<file path="config.mk">
export PLATFORM = sky130hd
export DESIGN_NAME = bcd_countup_timer_flat
export DESIGN_NICKNAME = d
export VERILOG_FILES = /design/src/rtl/bcd_countup_timer_if.sv /design/src/rtl/bcd_countup_timer.sv /design/src/flat_wrapper.sv
export SDC_FILE = /design/constraint.sdc
export NUM_CORES = 1
export LEC_CHECK = 0
export ABC_AREA = 0
export CORE_MARGIN = 2
export CORE_UTILIZATION = 45
export DETAILED_ROUTE_END_ITERATION = 16
export MAX_ROUTING_LAYER = met4
export PLACE_DENSITY = 0.64
export RECOVER_POWER = 50
export SLEW_MARGIN = 20
export SYNTH_ARGS = -nofsm -noshare
export SYNTH_HDL_FRONTEND = slang
export SYNTH_SLANG_ARGS = --single-unit
</file>
<file path="constraint.sdc">
create_clock -name clk -period 7.9 [get_ports clk]
set_clock_uncertainty 0.05 [all_clocks]
set_input_delay 1.975 -clock clk [delete_from_list [all_inputs] [get_ports clk]]
set_output_delay 1.975 -clock clk [all_outputs]
set_load 0.005 [all_outputs]
</file>
<file path="src/rtl/bcd_countup_timer_if.sv">
// Control/status bundle for the BCD count-up timer.
// master drives load/start/stop/target and observes the count and flags; slave is the timer.
interface bcd_countup_timer_if;
  logic        loadn;
  logic        start;
  logic        stop;
  logic [15:0] TGT_in;
  logic [15:0] CNT;
  logic        running;
  logic        done;
  logic        tc;
  logic        tgt_err;

  modport master (
    output loadn, start, stop, TGT_in,
    input  CNT, running, done, tc, tgt_err
  );

  modport slave (
    input  loadn, start, stop, TGT_in,
    output CNT, running, done, tc, tgt_err
  );
endinterface

</file>
<file path="src/rtl/bcd_countup_timer.sv">
// Four-digit MM:SS BCD elapsed-time counter that counts up to a loaded target.
// A prescaler turns clk into one-second ticks; done/tc flag arrival at the target.
module bcd_countup_timer #(
  parameter int unsigned TICK_DIV = 100
) (
  input  logic                 clk,
  input  logic                 clrn,
  bcd_countup_timer_if.slave   bus_io
);

  localparam int unsigned PscW = $clog2(TICK_DIV);
  localparam logic [PscW-1:0] PscMax = PscW'(TICK_DIV - 1);
  localparam logic [PscW-1:0] PscOne = PscW'(1);

  typedef enum logic [1:0] {StIdle, StRun, StPause, StDone} state_e;

  state_e          state_q, state_d;
  logic [15:0]     cnt_q, cnt_d;
  logic [15:0]     tgt_q, tgt_d;
  logic [PscW-1:0] psc_q, psc_d;
  logic            tc_q, tc_d;
  logic            tgt_err_q, tgt_err_d;
  logic [15:0]     cnt_inc;

  // Digit order {min_tens, min_ones, sec_tens, sec_ones}; 99:59 wraps to 00:00.
  function automatic logic [15:0] bcd_inc(input logic [15:0] v);
    logic [3:0] d3, d2, d1, d0;
    {d3, d2, d1, d0} = v;
    if (d0 == 4'd9) begin
      d0 = 4'd0;
      if (d1 == 4'd5) begin
        d1 = 4'd0;
        if (d2 == 4'd9) begin
          d2 = 4'd0;
          d3 = (d3 == 4'd9) ? 4'd0 : d3 + 4'd1;
        end else begin
          d2 = d2 + 4'd1;
        end
      end else begin
        d1 = d1 + 4'd1;
      end
    end else begin
      d0 = d0 + 4'd1;
    end
    return {d3, d2, d1, d0};
  endfunction

  function automatic logic bcd_bad(input logic [15:0] v);
    return (v[15:12] > 4'd9) || (v[11:8] > 4'd9) || (v[7:4] > 4'd5) || (v[3:0] > 4'd9);
  endfunction

  assign cnt_inc = bcd_inc(cnt_q);

  always_comb begin
    state_d   = state_q;
    cnt_d     = cnt_q;
    tgt_d     = tgt_q;
    psc_d     = psc_q;
    tc_d      = 1'b0;
    tgt_err_d = tgt_err_q;

    if (!bus_io.loadn) begin
      tgt_d     = bus_io.TGT_in;
      tgt_err_d = bcd_bad(bus_io.TGT_in);
      cnt_d     = '0;
      psc_d     = '0;
      state_d   = StIdle;
    end else begin
      unique case (state_q)
        StIdle: begin
          if (bus_io.start && !tgt_err_q) begin
            // A zero target is already reached: finish without waiting for a tick.
            if (tgt_q == 16'h0000) begin
              state_d = StDone;
              tc_d    = 1'b1;
            end else begin
              state_d = StRun;
            end
          end
        end
        StRun: begin
          if (bus_io.stop) begin
            state_d = StPause;
          end else if (psc_q == PscMax) begin
            psc_d = '0;
            cnt_d = cnt_inc;
            if (cnt_inc == tgt_q) begin
              state_d = StDone;
              tc_d    = 1'b1;
            end
          end else begin
            psc_d = psc_q + PscOne;
          end
        end
        StPause: begin
          if (bus_io.start && !bus_io.stop && !tgt_err_q) state_d = StRun;
        end
        StDone: ;
        default: state_d = StIdle;
      endcase
    end
  end

  always_ff @(posedge clk or negedge clrn) begin
    if (!clrn) begin
      state_q   <= StIdle;
      cnt_q     <= '0;
      tgt_q     <= '0;
      psc_q     <= '0;
      tc_q      <= 1'b0;
      tgt_err_q <= 1'b0;
    end else begin
      state_q   <= state_d;
      cnt_q     <= cnt_d;
      tgt_q     <= tgt_d;
      psc_q     <= psc_d;
      tc_q      <= tc_d;
      tgt_err_q <= tgt_err_d;
    end
  end

  assign bus_io.CNT     = cnt_q;
  assign bus_io.running = (state_q == StRun);
  assign bus_io.done    = (state_q == StDone);
  assign bus_io.tc      = tc_q;
  assign bus_io.tgt_err = tgt_err_q;

endmodule
</file>
<file path="src/flat_wrapper.sv">
// flat-port wrapper written by rule: the top's interface ports become plain ports
module bcd_countup_timer_flat 
#(
  parameter int unsigned TICK_DIV = 100
)
  (clk, clrn, bus_io_loadn, bus_io_start, bus_io_stop, bus_io_TGT_in, bus_io_CNT, bus_io_running, bus_io_done, bus_io_tc, bus_io_tgt_err);
  bcd_countup_timer_if bus_io_i ();
  input  logic clk;
  input  logic clrn;
  input wire logic [$bits(bus_io_i.loadn)-1:0] bus_io_loadn;
  input wire logic [$bits(bus_io_i.start)-1:0] bus_io_start;
  input wire logic [$bits(bus_io_i.stop)-1:0] bus_io_stop;
  input wire logic [$bits(bus_io_i.TGT_in)-1:0] bus_io_TGT_in;
  output wire logic [$bits(bus_io_i.CNT)-1:0] bus_io_CNT;
  output wire logic [$bits(bus_io_i.running)-1:0] bus_io_running;
  output wire logic [$bits(bus_io_i.done)-1:0] bus_io_done;
  output wire logic [$bits(bus_io_i.tc)-1:0] bus_io_tc;
  output wire logic [$bits(bus_io_i.tgt_err)-1:0] bus_io_tgt_err;
  assign bus_io_i.loadn = bus_io_loadn;
  assign bus_io_i.start = bus_io_start;
  assign bus_io_i.stop = bus_io_stop;
  assign bus_io_i.TGT_in = bus_io_TGT_in;
  assign bus_io_CNT = bus_io_i.CNT;
  assign bus_io_running = bus_io_i.running;
  assign bus_io_done = bus_io_i.done;
  assign bus_io_tc = bus_io_i.tc;
  assign bus_io_tgt_err = bus_io_i.tgt_err;
  bcd_countup_timer #(.TICK_DIV(TICK_DIV)) u_core (.clk(clk), .clrn(clrn), .bus_io(bus_io_i));
endmodule
</file>
==> impl_metrics.prom <==
# TYPE chip_impl_metric gauge
chip_impl_info{name="run_status",value="finished with violations"} 1
chip_impl_info{name="failed_checks",value="capacitance limit, slew limit"} 1
chip_impl_metric{name="place_inst",unit=""} 407
chip_impl_metric{name="fmax",unit="GHz"} 0.228
chip_impl_metric{name="synth_to_layout_area_growth",unit="%"} 16.2
chip_impl_metric{name="fp.dieH",unit="µm"} 84.1
chip_impl_metric{name="antenna_cells_inserted",unit=""} 0
chip_impl_info{name="sort_of_element_at_the_end_of_the_critical_path",value="register"} 1
chip_impl_metric{name="globalRouteOverflowTotal",unit=""} 0
chip_impl_metric{name="finalWirelength",unit="mm"} 6.78
chip_impl_info{name="startpoint_type",value="primary input"} 1
chip_impl_metric{name="flop_and_latch_count_out_of_synthesis",unit=""} 43
chip_impl_metric{name="antenna_left",unit=""} 0
chip_impl_metric{name="n_fill_cell",unit=""} 597
chip_impl_metric{name="ioPinCount",unit=""} 41
chip_impl_metric{name="vias_in_the_first_global_route",unit=""} 2330
chip_impl_info{name="r2r_start",value="u_core.bus_io.CNT[5]"} 1
chip_impl_metric{name="chipWidth",unit="µm"} 84.1
chip_impl_metric{name="design_area",unit="µm²"} 3350
chip_impl_metric{name="timing.slew.headroom",unit=""} -0.609
chip_impl_metric{name="starting_density_of_the_core",unit=""} 0.460
chip_impl_metric{name="routabilityCongestion",unit=""} 0.837
chip_impl_metric{name="final_sum_of_negative_setup_slack",unit="ps"} 0
chip_impl_metric{name="synthCells",unit=""} 307
chip_impl_metric{name="timing_max_transition_violations_final",unit=""} 44
chip_impl_metric{name="number_of_hold_violations_in_the_final_report",unit=""} 0
chip_impl_metric{name="cts.htree.levels",unit=""} 2
chip_impl_metric{name="drt_first_iter_violations",unit=""} 139
chip_impl_metric{name="clkLatencyLatePin",unit="ps"} 310
chip_impl_metric{name="worst-endpoint-required",unit="ps"} 8040
chip_impl_metric{name="crit_arrival",unit="ps"} 4520
chip_impl_metric{name="timing.reg2reg.worst_path_depth",unit=""} 10
chip_impl_metric{name="drc",unit=""} 0
chip_impl_metric{name="grt_first_pass_wirelength",unit="mm"} 11.5
chip_impl_metric{name="cts_resized",unit=""} 0
chip_impl_info{name="crit_path_end",value="u_core.bus_io.tgt_err"} 1
chip_impl_metric{name="postCtsSetupRepairBufs",unit=""} 0
chip_impl_metric{name="synth_edf_count",unit=""} 0
chip_impl_metric{name="cts.sinks",unit=""} 43
chip_impl_metric{name="path_clk_slew",unit="ps"} 90
chip_impl_info{name="grt_setup_unrepaired",value="false"} 1
chip_impl_metric{name="timing_worst_slew_pin_value",unit="ps"} 2410
chip_impl_metric{name="firstDrtPassIters",unit=""} 4
chip_impl_metric{name="synth.yosys.seq_area_share",unit=""} 0.373
chip_impl_metric{name="num-nets-final",unit=""} 369
chip_impl_info{name="cts-root-buf",value="clkbuf_8"} 1
chip_impl_metric{name="async_reset_ff_frac",unit=""} 1.00
chip_impl_metric{name="setup_viol",unit=""} 0
chip_impl_metric{name="syn-num-nets",unit=""} 339
chip_impl_metric{name="max_root_sink_buffers",unit=""} 2
chip_impl_info{name="timing.rr.end",value="u_core.state_q[0]"} 1
chip_impl_metric{name="synth_warnings",unit=""} 0
chip_impl_metric{name="dp_hpwl",unit="mm"} 4.84
chip_impl_metric{name="post-route-util",unit=""} 0.534
chip_impl_metric{name="via_count",unit=""} 2374
chip_impl_metric{name="synthesis.area",unit="µm²"} 2890
chip_impl_metric{name="setup.reg_to_reg.worst_slack",unit="ps"} 4450
chip_impl_metric{name="port-buffer-count",unit=""} 40
chip_impl_metric{name="design.die.area",unit="µm²"} 7070
chip_impl_metric{name="syn_avg_cell_area",unit="µm²"} 9.40
chip_impl_metric{name="avgViaCountPerCell",unit=""} 5.72
chip_impl_metric{name="synth_cell_types",unit=""} 56
chip_impl_info{name="crit_start",value="bus_io_loadn"} 1
chip_impl_metric{name="placed_cell_area",unit="µm²"} 3260
chip_impl_metric{name="period_needed",unit="ps"} 4390
chip_impl_metric{name="hold_buffers",unit=""} 0
chip_impl_metric{name="power_per_cell_area",unit="nW/µm²"} 139
chip_impl_metric{name="route.detailed.wl_per_inst",unit="µm"} 16.3
chip_impl_info{name="worst-setup-path-type",value="primary input to register"} 1
chip_impl_metric{name="peakVddDrop",unit="µV"} 69.5
chip_impl_metric{name="critPathMaxFanout",unit=""} 25
chip_impl_info{name="post_synth_top_flop",value="dfrtp_1"} 1
chip_impl_metric{name="grt_start_max_net_pins",unit=""} 44
chip_impl_info{name="min_path_type",value="register to register"} 1
chip_impl_metric{name="timing.final.crit_share",unit=""} 0.555
chip_impl_metric{name="p_leak",unit="nW"} 1.31
chip_impl_metric{name="core_area",unit="µm²"} 6280
chip_impl_metric{name="stdcell_count",unit=""} 415
chip_impl_metric{name="drive_gt1_frac",unit=""} 0.0917
chip_impl_metric{name="max-cap-violations",unit=""} 1
chip_impl_metric{name="number_of_antenna_violations_at_the_first_check_in_global_routing",unit=""} 0
chip_impl_info{name="cts_tree",value="done"} 1
chip_impl_metric{name="worst_slack",unit="ps"} 3510
chip_impl_metric{name="grt.total_usage",unit=""} 0.207
chip_impl_metric{name="dp_worst_setup_slack",unit="ps"} 3250
chip_impl_metric{name="numCtsBuffers",unit=""} 5
chip_impl_metric{name="rows",unit=""} 29
==> report_power, final <==
part | internal [mW] | switching (mW) | leakage [nW]
combinational | 0.0369 | 0.0357 | 0.705
clock | 0.0634 | 0.0868 | 0.0443
sequential | 0.231 | 0.0133 | 0.559
==> critical path: stages <==
cell and delay, ps:
dlygate4sd3_1 1100, clkinv_1 910, mux2_2 530
==> worst min-delay path by stage <==
stage / end / from / cells past startpoint
6_report: u_core.psc_q[6] / u_core.psc_q[6] / 1
5_1_grt: u_core.psc_q[6] / u_core.psc_q[6] / 1
4_1_cts: u_core.psc_q[6] / u_core.psc_q[6] / 1
3_5_place_dp: u_core.psc_q[6] / u_core.psc_q[6] / 1
3_3_place_gp: u_core.psc_q[6] / u_core.psc_q[6] / 1
2_1_floorplan: u_core.psc_q[6] / u_core.psc_q[6] / 1
==> cells in the mapped netlist (2+ instances only) <==
cell / number / area share
a211o_1: 2 / 0.0061
a21oi_1: 16 / 0.028
a221oi_1: 2 / 0.0061
a221oi_2: 2 / 0.010
a22oi_1: 2 / 0.0052
a31oi_1: 5 / 0.011
and3_1: 4 / 0.0087
and3b_1: 3 / 0.0091
buf_2: 4 / 0.0069
buf_6: 6 / 0.023
clkbuf_1: 6 / 0.0078
dfrtp_1: 43 / 0.37
ha_1: 11 / 0.048
inv_1: 12 / 0.016
mux2_2: 17 / 0.066
mux2i_1: 10 / 0.035
nand2_1: 17 / 0.022
nand2b_1: 5 / 0.011
nand3_1: 8 / 0.014
nand4_1: 9 / 0.020
nor2_1: 31 / 0.040
nor2b_1: 7 / 0.015
nor3_1: 12 / 0.021
nor3b_1: 3 / 0.0078
nor4_1: 8 / 0.017
o2111ai_1: 2 / 0.0061
o211ai_1: 3 / 0.0078
o21ai_0: 18 / 0.031
xnor2_1: 4 / 0.012
xor2_1: 9 / 0.027
==> per-layer routing <==
layer,up-vias,global-route usage,share of wire
li1,1177,-,-
met1,1145,0.296,0.49
met2,47,0.304,0.46
met3,5,0.0356,0.037
met4,0,0.0557,0.010
met5,-,-,0
==> cell type report <==
class / instances / area (µm²) / area share
Clock inverter: 3 / 25.0 / 0.00747
Sequential cell: 43 / 1080 / 0.321
Tap cell: 77 / 96.3 / 0.0287
Inverter: 13 / 48.8 / 0.0146
Multi-Input combinational cell: 234 / 1640 / 0.490
Clock buffer: 5 / 68.8 / 0.0205
Timing Repair Buffer: 40 / 394 / 0.118
==> logic make-up after synthesis <==
kind of cell,count (synthesis),share of synthesized area
buffers and inverters,30,0.0577
xor gates and xnor gates,14,0.0477
and+or+nand+nor,117,0.223
muxes,27,0.101
AOI/OAI and AO/OA,65,0.150
adders and majority gates,11,0.0477
DFF,43,0.373
==> cell usage in the layout, fill, tap and decap left out, types with 2 or more instances in the layout <==
master,count
nand2_1,17
xor2_1,9
a31oi_1,5
o2111ai_1,2
o211ai_1,3
nor2b_1,7
a21oi_1,16
a211o_1,2
xnor2_1,4
nand4_1,9
a22oi_1,2
and3_1,4
clkdlybuf4s50_1,35
inv_1,12
ha_1,11
nand3_1,8
mux2i_1,10
a221oi_1,2
dfrtp_1,43
clkbuf_8,5
o21ai_0,18
nor2_1,31
a221oi_2,2
nor3b_1,3
mux2_2,17
nor3_1,12
and3b_1,3
nand2b_1,5
dlygate4sd3_1,4
nor4_1,8
clkinv_4,2
==> sequential cells by signal, summed over array words and instances, names as in the netlist <==
| name | cells |
|---|---|
| u_core.bus_io.tgt_err | 1 |
| u_core.state_q | 2 |
| u_core.bus_io.CNT | 16 |
| u_core.tgt_q | 16 |
| u_core.bus_io.tc | 1 |
| u_core.psc_q | 7 |
==> metrics by stage <==
stage                     hold WS, ps  power [mW]
after CTS                         454       0.472
after detailed placement          438       0.321
after global placement            427       0.319
final                             453       0.467
after floorplan                   401       0.290
after global routing              476       0.489
(Power assumes the default switching activity.)
